File: config.mk
export PLATFORM = sky130hd
export DESIGN_NAME = mem_stage
export DESIGN_NICKNAME = d
export VERILOG_FILES = /design/src/rtl/rv32i_types.sv /design/src/rtl/mem_stage_load_extend.sv /design/src/rtl/mem_stage.sv
export SDC_FILE = /design/constraint.sdc
export NUM_CORES = 1
export LEC_CHECK = 0
export CAP_MARGIN = 10
export CORE_AREA = 2 2 234 236
export CTS_CLUSTER_SIZE = 30
export DETAILED_ROUTE_END_ITERATION = 8
export DIE_AREA = 0 0 236 238
export GPL_ROUTABILITY_DRIVEN = 1
export PLACE_DENSITY_LB_ADDON = 0.15
export SYNTH_ARGS = -nofsm -noshare
export SYNTH_HDL_FRONTEND = slang
export SYNTH_SLANG_ARGS = --single-unit
File: constraint.sdc
create_clock -name clk -period 2.15 [get_ports clk]
set_input_delay 0.5375 -clock clk [delete_from_list [all_inputs] [get_ports clk]]
set_output_delay 0.5375 -clock clk [all_outputs]
set_load 0.02 [all_outputs]
File: src/rtl/rv32i_types.sv
// Shared rv32i types for the memory stage.
// Holds the MEM-stage FSM encoding, load/store funct3 encodings,
// the control word and register bundle carried down the pipeline,
// and the datapath widths.
package rv32i_types;

    localparam int unsigned XLEN       = 32;
    localparam int unsigned MASK_W     = 4;
    localparam int unsigned REG_ADDR_W = 5;
    localparam int unsigned SHIFT_W    = 2;

    typedef enum logic [1:0] {
        IDLE = 2'b00,
        BUSY = 2'b01,
        HOLD = 2'b10
    } mem_state_t;

    typedef enum logic [2:0] {
        lb  = 3'b000,
        lh  = 3'b001,
        lw  = 3'b010,
        lbu = 3'b100,
        lhu = 3'b101
    } load_funct3_t;

    typedef enum logic [2:0] {
        sb = 3'b000,
        sh = 3'b001,
        sw = 3'b010
    } store_funct3_t;

    typedef struct packed {
        logic [6:0] opcode;
        logic [2:0] funct3;
        logic       load_regfile;
    } ctrl_word_t;

    typedef struct packed {
        logic [REG_ADDR_W-1:0] rs1_addr;
        logic [REG_ADDR_W-1:0] rs2_addr;
        logic [REG_ADDR_W-1:0] rd_addr;
        logic [XLEN-1:0]       rs1_rdata;
        logic [XLEN-1:0]       rs2_rdata;
    } reg_bundle_t;

endpackage

File: src/rtl/mem_stage_load_extend.sv
// Load-data extraction: picks the byte/halfword at the given byte offset
// and sign- or zero-extends it according to the load funct3.
// Ports: funct3_i (load type), shift_i (byte offset), word_i (raw word),
//        ext_o (extended result).
module mem_stage_load_extend
    import rv32i_types::*;
(
    input  load_funct3_t       funct3_i,
    input  logic [SHIFT_W-1:0] shift_i,
    input  logic [XLEN-1:0]    word_i,
    output logic [XLEN-1:0]    ext_o
);

    logic [XLEN-1:0] shifted;

    always_comb begin
        shifted = word_i >> {shift_i, 3'b000};
        ext_o   = word_i;
        case (funct3_i)
            lb:      ext_o = {{24{shifted[7]}}, shifted[7:0]};
            lh:      ext_o = {{16{shifted[15]}}, shifted[15:0]};
            lbu:     ext_o = {24'd0, shifted[7:0]};
            lhu:     ext_o = {16'd0, shifted[15:0]};
            default: ext_o = word_i;
        endcase
    end

endmodule

File: src/rtl/mem_stage.sv
// rv32i memory-access stage plus MEM/WB pipeline register.
// Issues data-cache requests for loads/stores, stalls the pipeline until the
// cache answers, lane-shifts store data, extends load data and latches the
// writeback payload on every pipeline advance.
// Ports: clk/rst (sync, active-high), load (pipeline advance), EX/MEM payload
// (pc_mem, ctrl_mem, regs_mem, br_en_mem, addresses, masks, trap, store data),
// dmem_* cache request/response, mem_stall to hazard unit, *_wb registered
// payload for writeback and RVFI.
module mem_stage
    import rv32i_types::*;
(
    input  logic               clk,
    input  logic               rst,
    input  logic               load,
    input  logic [XLEN-1:0]    pc_mem,
    input  ctrl_word_t         ctrl_mem,
    input  reg_bundle_t        regs_mem,
    input  logic               br_en_mem,
    input  logic [XLEN-1:0]    addr_aligned,
    input  logic [XLEN-1:0]    alu_res_in,
    input  logic [SHIFT_W-1:0] bit_shift,
    input  logic [MASK_W-1:0]  wmask_in,
    input  logic [MASK_W-1:0]  rmask_in,
    input  logic               trap_in,
    input  logic [XLEN-1:0]    write_data_in,
    input  logic [XLEN-1:0]    dmem_rdata,
    input  logic               dmem_resp,
    output logic [XLEN-1:0]    dmem_address,
    output logic               dmem_read,
    output logic               dmem_write,
    output logic [XLEN-1:0]    dmem_wdata,
    output logic [MASK_W-1:0]  dmem_byte_enable,
    output logic               mem_stall,
    output logic [XLEN-1:0]    pc_wb,
    output ctrl_word_t         ctrl_wb,
    output reg_bundle_t        regs_wb,
    output logic               br_en_wb,
    output logic [XLEN-1:0]    alu_res_wb,
    output logic [XLEN-1:0]    load_data_wb,
    output logic [MASK_W-1:0]  rmask_wb,
    output logic [MASK_W-1:0]  wmask_wb,
    output logic [XLEN-1:0]    mem_addr_wb,
    output logic [XLEN-1:0]    mem_wdata_wb,
    output logic               trap_wb
);

    mem_state_t      state_q;
    logic [XLEN-1:0] rdata_hold_q;
    logic            mem_op;
    logic            is_load;
    logic            req_active;
    logic [XLEN-1:0] store_data;
    logic [XLEN-1:0] load_src;
    logic [XLEN-1:0] load_ext;

    // A trapping instruction never touches memory.
    assign is_load    = (rmask_in != '0) && !trap_in;
    assign mem_op     = ((rmask_in != '0) || (wmask_in != '0)) && !trap_in;
    assign store_data = write_data_in << {bit_shift, 3'b000};

    // Request/stall decode; reset drops any in-flight request at once.
    always_comb begin
        req_active = 1'b0;
        mem_stall  = 1'b0;
        case (state_q)
            IDLE: begin
                req_active = mem_op;
                mem_stall  = mem_op;
            end
            BUSY: begin
                req_active = 1'b1;
                mem_stall  = !dmem_resp;
            end
            default: ;
        endcase
        if (rst) begin
            req_active = 1'b0;
            mem_stall  = 1'b0;
        end
    end

    assign dmem_address     = addr_aligned;
    assign dmem_byte_enable = (wmask_in != '0) ? wmask_in : rmask_in;
    assign dmem_wdata       = store_data;
    assign dmem_read        = (rmask_in != '0) && req_active;
    assign dmem_write       = (wmask_in != '0) && req_active;

    // Response data is only live in BUSY; HOLD replays the captured word.
    assign load_src = (state_q == HOLD) ? rdata_hold_q : dmem_rdata;

    mem_stage_load_extend u_load_extend (
        .funct3_i (load_funct3_t'(ctrl_mem.funct3)),
        .shift_i  (bit_shift),
        .word_i   (load_src),
        .ext_o    (load_ext)
    );

    // FSM plus MEM/WB register.
    always_ff @(posedge clk) begin
        if (rst) begin
            state_q      <= IDLE;
            rdata_hold_q <= '0;
            pc_wb        <= '0;
            ctrl_wb      <= '0;
            regs_wb      <= '0;
            br_en_wb     <= 1'b0;
            alu_res_wb   <= '0;
            load_data_wb <= '0;
            rmask_wb     <= '0;
            wmask_wb     <= '0;
            mem_addr_wb  <= '0;
            mem_wdata_wb <= '0;
            trap_wb      <= 1'b0;
        end else begin
            case (state_q)
                IDLE: if (mem_op) state_q <= BUSY;
                BUSY: begin
                    if (dmem_resp) begin
                        if (load) begin
                            state_q <= IDLE;
                        end else begin
                            rdata_hold_q <= dmem_rdata;
                            state_q      <= HOLD;
                        end
                    end
                end
                HOLD: if (load) state_q <= IDLE;
                default: state_q <= IDLE;
            endcase

            if (load) begin
                pc_wb        <= pc_mem;
                ctrl_wb      <= ctrl_mem;
                regs_wb      <= regs_mem;
                br_en_wb     <= br_en_mem;
                alu_res_wb   <= alu_res_in;
                load_data_wb <= is_load ? load_ext : '0;
                rmask_wb     <= rmask_in;
                wmask_wb     <= wmask_in;
                mem_addr_wb  <= addr_aligned;
                mem_wdata_wb <= store_data;
                trap_wb      <= trap_in;
            end
        end
    end

endmodule

After elaboration in Yosys (flattened, before gate mapping)
Index checks and enable logic that the tools add are counted.
Operators by class
  equal/unequal tests: 8
  shifts and indexed selects: 2
  mux-type cells: 13
  bitwise logic cells: 1
  reductions and logical operators: 13
Operators by type and width (number)
  one-hot mux 32 bit (4 select lines): 1
  2-to-1 mux 32 bit: 2
  left shift 32 x 5 -> 32 bit: 1
  right shift 32 x 5 -> 16 bit: 1
  2-to-1 mux 2 bit: 4
  nonzero test 4 bit: 2
  equality test 3 bit, second input constant: 2
  != test 2 bit, second input constant: 3
  one-hot mux 2 bit (3 select lines): 1
  AND reduction 3 bit: 2
  logical AND 1 bit: 4
  2-to-1 mux 4 bit: 1
  one-hot mux 1 bit (2 select lines): 2
  equality test 3 x 1 -> 1 bit, second input constant: 1
  logical NOT 3 bit: 1
  equality test 2 x 1 -> 1 bit, second input constant: 1
  equality test 2 bit, second input constant: 1
  logical NOT 1 bit: 2
  logical NOT 2 bit: 1
  2-to-1 mux 1 bit: 2
  logical OR 1 bit: 1
  NOT 1 bit: 1
Storage, ports and cells
  register bits: 294
  input bits: 266
  output and inout bits: 331
  word-level logic and storage cells: 56

Depth between registers and ports, before layout
Gate-level depths: netlist of run 1.
  word-level depth: 6
  mapped depth: 9
  mapped depth without buffers: 5

Cells and area by module
From an unflattened synthesis of run 1, not the netlist that was laid out.
Second synthesis, totals
  cells, all modules: 1270
  area total of the unflattened synthesis: 12285.5 µm²
Modules (own cells, without submodules)
  mem_stage: times used 1, cells an instance 1164, area each 11593.6 µm², sequential area each 5885.6 µm²
  mem_stage_load_extend: times used 1, cells an instance 106, area each 691.9 µm², sequential area each 0.0 µm²

Least setup slack after synthesis of run 1
Ideal clock, no wire load.
  path kind: input to output
  start: input port bit_shift[1]
  end: output port dmem_wdata[24]
  arrival: 1.712 ns
  required time: 1.612 ns
  path slack: -0.100 ns
  cell stages on the path: 5
  path buffers: 3
  cells stage by stage: buf_2 -> buf_2 -> clkbuf_1 -> a211oi_1 -> a21oi_1
On the way
  word-level cells in the longest chain between the ends: 1
RTL lines
  from (decl): line mem_stage.sv:21  | input logic [SHIFT_W-1:0] bit_shift,
  left shift 32 x 5 -> 32 bit: line mem_stage.sv:59  | assign store_data = write_data_in << {bit_shift, 3'b000};
  to (decl): line mem_stage.sv:31  | output logic [XLEN-1:0] dmem_wdata,
No other way between the ends.

Worst setup path after layout of run 1
  start: input port bit_shift[0]
  end: output port dmem_wdata[25]
The elaborated chain is that of the path after synthesis.

==> flow_summary.ini, run 1 <==
[layout]
drive_above_1_share = 0.179
n_fill_cell = 5358
final_cells = 2703
syn_to_final_growth_pct = 76.5
num_antenna_cells = 0
final_nets = 2248

[detailed_routing]
drtIter0Drc = 500
viasPerCell = 4.47
dr.pass1.iters = 6
vias = 12100
drc = 0
wl_per_cell_um = 21.5
postRouteAntennaNets = 0
wl_um = 58200

[worst_setup_path]
worstSetupEndpointType = output port
critPathRequiredTime_ns = 1.61
worstPathMaxFanout = 6
crit_family = buffers and inverters
cpMaxStageDelayCell = a211oi_1
crit_arrival_ns = 1.59
worstPathCellList = buf_12, buf_12, buf_4, a211oi_1, a21oi_1, buf_4, buf_6
critical-path-max-stage-delay_ns = 0.24
critPathKind = in -> out
start_kind = input pin
timing.critical_path.buf_inv = 5

[synth]
synth-seq-cells = 294
yosysUniqueCellTypes = 50
synth_area_um2 = 12300
ys.warnings.count = 0
async_flop_share = 0
synth_nets = 1577
syn_inst = 1311
synth_edf_count = 0
synth_ff_type = dfxtp_1
ys_seq_area_frac = 0.479
syn_avg_cell_area_um2 = 9.36

[sta]
setup_violations = 0
clock_skew_ns = 0.00948
maxSlewViolCount = 0
slew_headroom = 0.435
whs_ns = 0.378
grt_setup_unrepaired = yes
worstMarginPinSlew_ns = 0.848
final.period_utilization = 0.991
max_freq_mhz = 469
finalHoldViolations = 0
min_period_ns = 2.13
tns_ns = 0

[global_route]
grt_pass1_vias = 12400
grt_overflow_total = 0
antenna_found_initial = 7
grt_pass1_wl_um = 83300
grt_max_degree = 141
grt_use_total = 0.199

[place]
io_buffers = 596
hpwl_um = 44300
dpl.cell_count = 2625
gp_congestion = 0.870

[floorplan]
core_area_um2 = 53500
boundaryPins = 597
rows = 85
start_util = 0.229
dieArea_um2 = 56200
die_w_um = 236
fp.dieH_um = 238

[clocking]
htree_levels = 2
cts_root_buf = clkbuf_16
clk_latency_ns = 0.55
cts_buffer_depth = 3
clkTransAtPathRegs_ns = 0.06
hold_buffers = 0
cts_tree = built
cts_sinks = 294
numCtsBuffers = 38

[outcome]
status = completed

[power_and_ir_drop]
powerDensity_nw_per_um2 = 721
power.total_mw = 15.6
irDropWorstVdd_mv = 0.533
leakagePower_nw = 9.35

[run]
drv_cap = 0

[worst_hold_path]
hold_path_class = in -> reg
## power breakdown
part / leakage [nW] / total [mW] / internal (mW) / switching, mW
clock: 0.622 / 6.45 / 3.87 / 2.58
sequential: 2.42 / 5.90 / 5.74 / 0.159
combinational: 6.31 / 3.28 / 1.66 / 1.62
total: 9.35 / 15.6 / 11.3 / 4.35
## kinds of logic (layout without fill, tap and decap cells)
logic type | Yosys count | count (layout) | share of synthesized area
simple gates | 444 | 444 | 0.152
compound gates | 182 | 182 | 0.0996
buf+inv | 135 | 831 | 0.0568
flops | 294 | 294 | 0.479
mux | 256 | 256 | 0.212
## registers in the layout, summed over array words and instances, names as in the netlist, 11 cells and up
signal and cells:
regs_wb 79, rdata_hold_q 32, mem_wdata_wb 32, ctrl_wb 11
pc_wb 32, mem_addr_wb 32, load_data_wb 32, alu_res_wb 32
## area by class of cell
type / count / area, µm² / area share
clock buffer: 48 / 1070 / 0.0493
clock inverter: 17 / 184 / 0.00849
inverter: 6 / 22.5 / 0.00104
multi-input combinational: 882 / 6120 / 0.282
sequential: 294 / 5890 / 0.272
tap: 696 / 871 / 0.0402
timing repair buffer: 760 / 7520 / 0.347
## cells in the mapped netlist, drive strengths merged (5+ instances only)
master	instances	area (µm²)
dfxtp	294	5890
nor2	258	968
mux2i	248	2480
nand2	114	430
a21oi	86	434
buf	70	453
clkbuf	59	221
a311oi	25	231
nor2b	21	131
a211oi	17	128
nor3	12	60.1
and2	8	50.1
o21ai	8	40.0
or2	8	50.1
nand2b	7	51.3
o2bb2ai	7	61.3
a22o	6	52.6
nand3b	6	45.0
a21o	5	37.5
inv	5	18.8
mux2	5	56.3
## worst paths after layout
path / slack, ns / end / start / cells after the start
setup reg to reg: 0.19 / load_data_wb[9] / state_q[0] / 6
hold / removal: 0.38 / wmask_wb[1] / wmask_in[1] / 4
setup / recovery: 0.02 / dmem_wdata[25] / bit_shift[0] / 7
hold reg to reg: 0.45 / rdata_hold_q[23] / rdata_hold_q[23] / 2
## per-layer routing
layer	track usage	vias up	routed length (µm)	part of all wire
li1	-	5822	-	-
met1	0.231	5786	23700	0.41
met2	0.366	390	30000	0.52
met3	0.0484	75	3390	0.058
met4	0.0446	2	1110	0.019
met5	0	-	17	0.00029
## through the flow
stage           util  instance area [µm²]  worst slack (ns)
2_1_floorplan      -                12300            0.0238
3_3_place_gp   0.371                19900            -0.829
3_5_place_dp   0.371                19900            -0.791
4_1_cts        0.400                21400           -0.0448
5_1_grt        0.405                21700           -0.0478
6_report       0.405                21700            0.0184
## worst min-delay path, stage by stage
cell and delay [ns]:
clkbuf_2 0.11, buf_4 0.11, mux2i_1 0.06, nor2_1 0.07
## repair_timing
action,CTS,global route
pin swaps,16,16
resized for setup,244,77
buffers inserted,8,8
gates cloned,1,1
hold endpoints to repair,0,0
setup endpoints to repair,89,60
## cells in the final DEF (no fill, tap or decap), types with 7 or more instances in the layout
master,instances
nand2_1,104
buf_2,8
nor2_1,254
or2_4,8
nor2b_1,13
clkinv_2,9
dfxtp_1,293
a21oi_1,77
a311oi_1,23
clkbuf_16,39
buf_6,15
dlygate4sd2_1,64
a211oi_2,7
buf_12,30
buf_4,148
and2_1,8
nor3_1,11
o2bb2ai_1,7
clkdlybuf4s50_1,464
mux2i_1,234
a211oi_1,9
clkbuf_8,8
dlymetal6s2s_1,18
mux2i_4,11
Power figures use the tool's default switching activity.
==> run 2, diff against run 1 <==
Settings changed: CORE_AREA 2 2 234 236 to 2 2 229 231, DIE_AREA 0 0 236 238 to 0 0 231 233, SETUP_SLACK_MARGIN set to 0.5.
Clock period 2.15 ns to 2 ns, I/O delays scaled along.
==> run 2 against run 1 <==
  * Total power increased by 6.6%
  * Critical endpoint is now mem_stall
  * Via count increased by 1.3%
  * Highest routed layer unchanged
  * Die area decreased by 4.2%
  * Largest power group unchanged
==> flow_summary.ini, run 2 (synthesis results as in run 1) <==
[floorplan]
core_area_um2 = 51100
rows = 83
boundaryPins = 597
fp.dieH_um = 233
dieArea_um2 = 53800
start_util = 0.240
die_w_um = 231

[sta]
grt_setup_unrepaired = yes
clock_skew_ns = 0.0104
min_period_ns = 1.96
slew_headroom = 0.563
maxSlewViolCount = 0
max_freq_mhz = 511
whs_ns = 0.275
finalHoldViolations = 0
setup_ws_ns = 0.0414
final.period_utilization = 0.979
setup_violations = 0
worstMarginPinSlew_ns = 0.655

[worst_hold_path]
hold_path_class = in -> reg
hold_depth = 3

[outcome]
status = completed

[place]
dpl_worst_slack_ns = -0.700
io_buffers = 596
dpl.cell_count = 2605
dpl_cell_area_um2 = 20100
gp_congestion = 0.805
hpwl_um = 37700

[worst_setup_path]
rr_worst_depth = 7
critPathRequiredTime_ns = 1.50
worstPathMaxFanout = 2
crit_arrival_ns = 1.46
start_kind = input pin
worstSetupEndpointType = output port
critPathKind = in -> out

[power_and_ir_drop]
powerDensity_nw_per_um2 = 725
irDropWorstVdd_mv = 0.598
leakagePower_nw = 10.5

[global_route]
grt_overflow_total = 0
grt_use_total = 0.185
grt_pass1_wl_um = 76400
grt_pass1_vias = 12400
antenna_found_initial = 6
grt_max_degree = 122

[layout]
regArea_um2 = 6050
final_cells = 2753
final_cell_area_um2 = 23000
final_common_cell = nor2_1
n_fill_cell = 4931
largest_register = regs_wb
fin_util = 0.450
drive_above_1_share = 0.365
final_nets = 2312
multiInputGateArea_um2 = 6740
syn_to_final_growth_pct = 87.2
final_cell_mix = 244 x nor2_1, 219 x mux2i_1, 208 x buf_6
largest_reg_flops = 79

[run]
drv_cap = 0

[detailed_routing]
drc = 0
drtIter0Drc = 427
dr.pass1.iters = 7
wl_um = 52000
vias = 12200
postRouteAntennaNets = 0
wl_per_cell_um = 18.9
viasPerCell = 4.44

[clocking]
cts_tree = built
clkTransAtPathRegs_ns = 0.05
cts_root_buf = clkbuf_16
numCtsBuffers = 38
htree_levels = 2
cts_sinks = 294
clk_latency_ns = 0.55
cts_buffer_depth = 3
## run 2: cell count changes in the layout (fill, tap and decap cells not counted), sizes merged
cell and change:
diode +1, dlymetal6s2s -9, dlygate4sd2 +123, clkdlybuf4s15 +10
clkdlybuf4s50 -276, clkbuf +4, bufbuf +1, bufinv -1
clkinv -3, clkinvlp -1, buf +217
## run 2: metal layers
metal	GRT usage	up-vias	part of all wire	wire, µm
li1	-	5969	-	-
met1	0.211	5767	0.39	20500
met2	0.323	415	0.49	25500
met3	0.0699	73	0.094	4870
met4	0.0486	10	0.020	1020
met5	0	-	0.0011	57
## run 2: repair_timing
action,CTS,global route
resized for setup,989,718
cloned,2,0
pin swaps,34,27
hold buffers,0,0
endpoints found under the setup margin,363,353
setup buffers,55,24
hold endpoints to repair,0,0
## run 2: final cells by class
cell class                      count  share of cell area
Timing Repair Buffer              824               0.353
Multi-Input combinational cell    882               0.293
Sequential cell                   294               0.263
Clock buffer                       54              0.0457
Tap cell                          680              0.0370
Clock inverter                     12             0.00588
Inverter                            6             0.00120
Antenna cell                        1            0.000109
## run 2: worst paths after layout
| path | start | to | slack (ns) |
|---|---|---|---|
| max reg2reg | state_q[0] | load_data_wb[28] | 0.07 |
| min reg2reg | rdata_hold_q[6] | rdata_hold_q[6] | 0.45 |
| min | addr_aligned[0] | mem_addr_wb[0] | 0.28 |
| max | rmask_in[3] | mem_stall | 0.04 |
## run 2: through the flow
| stage | setup TNS, ns | total power, mW |
|---|---|---|
| 6_report | 0 | 16.7 |
| 5_1_grt | -0.0453 | 17.4 |
| 4_1_cts | 0 | 16.7 |
| 3_5_place_dp | -36.76 | 9.89 |
| 3_3_place_gp | -36.88 | 9.87 |
| 2_1_floorplan | 0 | 8.08 |
## run 2: power by group
part | internal, mW | switching (mW) | leakage [nW]
sequential | 6.19 | 0.188 | 2.46
clock | 3.93 | 2.70 | 0.579
combinational | 1.89 | 1.77 | 7.45
total | 12.0 | 4.66 | 10.5
## run 2: critical path, stage by stage
cell and delay [ns]:
clkdlybuf4s15_1 0.23, nor4_4 0.24, a211oi_4 0.10, a21oi_2 0.17, nor3_2 0.06, buf_4 0.15
